==> src/rtl/cache_lru_pkg.sv <==
// Shared types and constants for the LRU tick table and its renormalisation FSM.
package cache_lru_pkg;

  localparam int unsigned TICK_WIDTH_DEF = 32;

  typedef logic [TICK_WIDTH_DEF-1:0] tick_t;

  typedef enum logic [0:0] {IDLE, RENORM} lru_state_t;

  localparam tick_t TICK_ZERO = '0;

  // Counter value after renormalisation: exactly half of the full range.
  function automatic tick_t renorm_start(input int unsigned width);
    tick_t t;
    t = TICK_ZERO;
    t[width-1] = 1'b1;
    return t;
  endfunction

  function automatic tick_t tick_max(input int unsigned width);
    return {TICK_WIDTH_DEF{1'b1}} >> (TICK_WIDTH_DEF - width);
  endfunction

endpackage

==> src/rtl/lru_renorm_fsm.sv <==
// Global access counter plus the IDLE/RENORM sequencer that halves one set per cycle.
module lru_renorm_fsm
  import cache_lru_pkg::*;
#(
  parameter int SET_NUM    = 4,
  parameter int TICK_WIDTH = 32,
  localparam int SET_WIDTH = $clog2(SET_NUM)
) (
  input  logic                  clk,
  input  logic                  reset,
  input  logic                  acc_fire,
  output logic                  ready,
  output logic                  halve,
  output logic [SET_WIDTH-1:0]  ptr,
  output logic [TICK_WIDTH-1:0] now
);

  localparam tick_t MAX_FULL   = tick_max(TICK_WIDTH);
  localparam tick_t START_FULL = renorm_start(TICK_WIDTH);
  localparam logic [TICK_WIDTH-1:0] NOW_MAX   = MAX_FULL[TICK_WIDTH-1:0];
  localparam logic [TICK_WIDTH-1:0] NOW_START = START_FULL[TICK_WIDTH-1:0];
  localparam logic [SET_WIDTH-1:0]  PTR_LAST  = SET_WIDTH'(SET_NUM - 1);

  lru_state_t state;

  always_ff @(posedge clk or posedge reset) begin
    if (reset) begin
      state <= IDLE;
      ready <= 1'b1;
      halve <= 1'b0;
      ptr   <= '0;
      now   <= TICK_WIDTH'(1);
    end else begin
      case (state)
        IDLE: begin
          if (acc_fire) begin
            // The saturating access is still stamped with NOW_MAX; the counter holds.
            if (now == NOW_MAX) begin
              state <= RENORM;
              ready <= 1'b0;
              halve <= 1'b1;
              ptr   <= '0;
            end else begin
              now <= now + 1'b1;
            end
          end
        end
        RENORM: begin
          if (ptr == PTR_LAST) begin
            state <= IDLE;
            ready <= 1'b1;
            halve <= 1'b0;
            ptr   <= '0;
            now   <= NOW_START;
          end else begin
            ptr <= ptr + 1'b1;
          end
        end
        default: begin
          state <= IDLE;
          ready <= 1'b1;
          halve <= 1'b0;
          ptr   <= '0;
        end
      endcase
    end
  end

endmodule

==> src/rtl/lru_tick_table.sv <==
// Per-set, per-way last-access tick store for the LRU victim selector.
// Define LRU_BYPASS_EN to forward same-cycle writes onto the tick row.
module lru_tick_table
  import cache_lru_pkg::*;
#(
  parameter int SET_NUM    = 4,
  parameter int SET_SIZE   = 4,
  parameter int TICK_WIDTH = 32,
  localparam int SET_WIDTH = $clog2(SET_NUM),
  localparam int KEY_WIDTH = $clog2(SET_SIZE)
) (
  input  logic                 clk,
  input  logic                 reset,
  input  logic                 acc_en,
  input  logic [SET_WIDTH-1:0] acc_set,
  input  logic [KEY_WIDTH-1:0] acc_way,
  input  logic                 inv_en,
  input  logic [SET_WIDTH-1:0] inv_set,
  input  logic [KEY_WIDTH-1:0] inv_way,
  input  logic [SET_WIDTH-1:0] rd_set,
  output tick_t [SET_SIZE-1:0] tick,
  output logic                 ready
);

  logic                  halve;
  logic [SET_WIDTH-1:0]  ptr;
  logic [TICK_WIDTH-1:0] now;
  logic                  acc_fire;
  logic                  inv_fire;

  logic [TICK_WIDTH-1:0] tbl [SET_NUM][SET_SIZE];

  assign acc_fire = acc_en && ready;
  assign inv_fire = inv_en && ready;

  lru_renorm_fsm #(
    .SET_NUM    (SET_NUM),
    .TICK_WIDTH (TICK_WIDTH)
  ) u_fsm (
    .clk      (clk),
    .reset    (reset),
    .acc_fire (acc_fire),
    .ready    (ready),
    .halve    (halve),
    .ptr      (ptr),
    .now      (now)
  );

  always_ff @(posedge clk or posedge reset) begin
    if (reset) begin
      for (int s = 0; s < SET_NUM; s++) begin
        for (int w = 0; w < SET_SIZE; w++) begin
          tbl[s][w] <= '0;
        end
      end
    end else if (halve) begin
      for (int w = 0; w < SET_SIZE; w++) begin
        tbl[ptr][w] <= tbl[ptr][w] >> 1;
      end
    end else begin
      // Access is written last so it wins over an invalidate of the same line.
      if (inv_fire) tbl[inv_set][inv_way] <= '0;
      if (acc_fire) tbl[acc_set][acc_way] <= now;
    end
  end

  always_comb begin
    for (int w = 0; w < SET_SIZE; w++) begin
      tick[w] = tick_t'(tbl[rd_set][w]);
`ifdef LRU_BYPASS_EN
      if (inv_fire && rd_set == inv_set && inv_way == KEY_WIDTH'(w)) tick[w] = TICK_ZERO;
      if (acc_fire && rd_set == acc_set && acc_way == KEY_WIDTH'(w)) tick[w] = tick_t'(now);
`endif
    end
  end

endmodule

==> config.mk <==
export PLATFORM = sky130hd
export DESIGN_NAME = lru_tick_table
export DESIGN_NICKNAME = d
export VERILOG_FILES = /design/src/rtl/cache_lru_pkg.sv /design/src/rtl/lru_renorm_fsm.sv /design/src/rtl/lru_tick_table.sv
export SDC_FILE = /design/constraint.sdc
export NUM_CORES = 1
export LEC_CHECK = 0
export ABC_CLOCK_PERIOD_IN_PS = 27600
export CAP_MARGIN = 20
export CORE_MARGIN = 2
export CORE_UTILIZATION = 45
export CTS_BUF_LIST = sky130_fd_sc_hd__clkbuf_4 sky130_fd_sc_hd__clkbuf_8
export DETAILED_ROUTE_END_ITERATION = 7
export DONT_BUFFER_PORTS = 1
export PLACE_DENSITY = 0.64
export SKIP_LAST_GASP = 1
export SYNTH_ARGS = -nofsm -noshare
export SYNTH_HDL_FRONTEND = slang
export SYNTH_SLANG_ARGS = --single-unit
export TNS_END_PERCENT = 5
==> constraint.sdc <==
create_clock -name clk -period 27.6 [get_ports clk]
set_input_delay 0 -clock clk [delete_from_list [all_inputs] [get_ports clk]]
set_output_delay 0 -clock clk [all_outputs]
set_load 0.005 [all_outputs]
==> reports/metrics.csv <==
metric,value,unit
netlist_area,31430,um^2
fin_nets,2710,
period_needed,4.262,ns
cts-buffers-inserted,95,
power_frac_comb,0.104,
critPathRequiredTime,28.19,ns
yosysUniqueCellTypes,65,
synth_top_area_frac,0.4355,
synth_edf_count,0,
ys_seq_area_frac,0.4372,
dr.pass1.iters,8,
cts_root_buf,clkbuf_8,
netlist_instances,2797,
groute.usage.overall,0.3542,
critPathCaptureType,register,
avgRoutedWirePerCell,34.62,um
worstPathMaxFanout,41,
synth_common_cells,"dfrtp_1, nor2_1, a221o_1",
synth_top_cell_by_area,dfrtp_1,
path_clk_slew,0.06,ns
syn_avg_cell_area,11.24,um^2
finalSetupTns,0,ns
drc,0,
place.gp.congestion,0.9358,
p_seq_frac,0.468,
vdd_drop_max,0.00003320,V
worstMarginPinSlew,1.202,ns
start_util,0.4567,
fmax,234.6,MHz
crit_arrival,4.85,ns
synth_flop_cell,dfrtp_1,
final_design_area_no_fill,34460,um^2
placed_area,32140,um^2
die_w,268.3,um
clock_sinks,549,
dpl.hpwl,77.62,mm
cts_tree,yes,
routed-wl-met3,19.84,mm
drive_gt1_frac,0.1939,
min_path_type,input port to register,
io_pins,143,
post_cts.repair.setup_buffers,0,
grt_pass1_wl,186.7,mm
antenna_found_initial,3,
worst_slew_margin_rel,0.1922,
yosys-mux-area-fraction,0.2208,
synth_fa_ha_area_frac,0.001990,
insertion_delay,0.76,ns
synthToLayoutAreaGrowth,9.638,%
postRouteAntennaNets,0,
dieArea,71970,um^2
drtIter0Drc,4256,
port_buffers,0,
layout_setup_ws,23.34,ns
start_kind,register,
pre_cts_ws,23.43,ns
num_vias,27720,
slew_viol_final,0,
power_density,56.18,nW/um^2
total_power,1.936,mW
hold_ws,0.04196,ns
grt_pass1_vias,26860,
synth_top_family_by_area,multiplexers,
drt_wl_total,128.0,mm
ys_warn_count,0,
synth_compound_area_frac,0.2011,
htree_levels,3,
p_clk_frac,0.428,
fin_crit_sh,0.1544,
async_flop_share,1.000,
synth_area_leaders,"dfrtp_1, mux4_2, a221o_1, mux2i_1, nor2_1",
wl_met2,54.39,mm
leakage,13.65,nW
skew,0.06009,ns
fp.dieH,268.3,um
cell_internal_pwr,1.395,mW
ys_ff_latch,549,
vias_per_cell,7.497,
rsz0062_at_grt,false,
routed.top_layer,met5,
grt_max_degree,167,
switching_share,0.2794,
grt-ovfl-total,0,
cap_violations,0,
synth-xor-area-share,0.001115,
clk_path_buf_depth,3,
worstSetupPathType,register to register,
yosys.area_share.simple,0.09769,
drt-met1-wl,45.46,mm
row_count,96,
hold_viol_final,0,
setup_viol,0,
status,"finished, final reports clean",
p_switching,541.0,uW
yosysMostFrequentCell,dfrtp_1,
syn-num-nets,2816,
coreArea,68830,um^2
==> power by group through the flow <==
| stage | Combinational (mW) | Clock, mW | Sequential, mW |
|---|---|---|---|
| floorplan | 0.146 | 0 | 0.890 |
| global placement | 0.187 | 0 | 0.910 |
| detailed placement | 0.192 | 0 | 0.915 |
| CTS | 0.196 | 0.829 | 0.901 |
| global route | 0.213 | 0.869 | 0.908 |
| finish | 0.202 | 0.828 | 0.906 |
==> through the flow <==
stage / std cells / utilization
after floorplan: 2797 / -
after global placement: 3504 / 0.4665
after detailed placement: 3507 / 0.4670
after CTS: 3694 / 0.5000
after global routing: 3697 / 0.5006
final: 3698 / 0.5007
==> layout by cell type, fill, tap and decap left out, drive strengths merged, types with 8 or more instances in the layout <==
cell type	count
o22ai	25
o31ai	12
or3	14
mux4	252
buf	75
nor2	327
or4	8
o21ai	185
a221oi	91
and2	56
a21oi	193
o211ai	10
nand4	12
a22o	16
nand3	24
mux2i	124
o221ai	10
nand2b	10
a222oi	22
a221o	258
a22oi	12
dlygate4sd3	15
clkbuf	160
nand2	168
nor2b	19
inv	31
nor3	8
and4	9
dfrtp	547
==> final timing paths <==
kind                            cells past startpoint           end  slack (ns)    startpoint
worst max-delay path                                7      tbl[260]       23.34  u_fsm.ptr[1]
worst min-delay path                                5      tbl[150]        0.04    inv_set[1]
worst max register to register                      7      tbl[260]       23.34  u_fsm.ptr[1]
worst min register to register                      2      tbl[416]        0.49      tbl[416]
max in group asynchronous                           5  u_fsm.ptr[0]       24.86         reset
min in group asynchronous                           3      tbl[317]        0.44         reset
==> critical path, stage by stage, from the launching register on <==
cell,delay (ns)
dfrtp_4,0.64
buf_4,0.42
inv_1,0.24
ha_4,0.76
nand2b_1,0.90
o21ai_1,0.59
a222oi_1,0.39
inv_1,0.11
==> per-layer routing <==
metal,GRT usage,vias up
met3,0.1344,453
met1,0.4673,14040
met4,0.2014,4
met2,0.5000,2430
met5,0,-
li1,-,10800
==> final cells by class <==
| type | instances | area, um^2 |
|---|---|---|
| Antenna cell | 2 | 5.005 |
| Clock buffer | 160 | 1996 |
| Clock inverter | 11 | 106.4 |
| Fill cell | 5937 | 34370 |
| Inverter | 29 | 116.4 |
| Multi-Input combinational cell | 1926 | 16540 |
| Sequential cell | 549 | 13750 |
| Tap cell | 931 | 1165 |
| Timing Repair Buffer | 90 | 777.0 |
==> registers in the layout, indices dropped and copies added (netlist names) <==
name         cells
tbl            512
u_fsm.halve      1
u_fsm.now       32
u_fsm.ptr        2
u_fsm.ready      1
u_fsm.state      1
==> cell families after synthesis <==
family,Yosys count
buffers and inverters,322
DFF,549
adders and majority gates,5
AOI/OAI and AO/OA,857
and+or+nand+nor,682
xor gates and xnor gates,4
muxes,378
==> repair_timing <==
action,in CTS,in global routing
gates resized for setup,0,0
hold endpoints to repair,286,0
hold buffers,16,0
(Power assumes the default switching activity.)
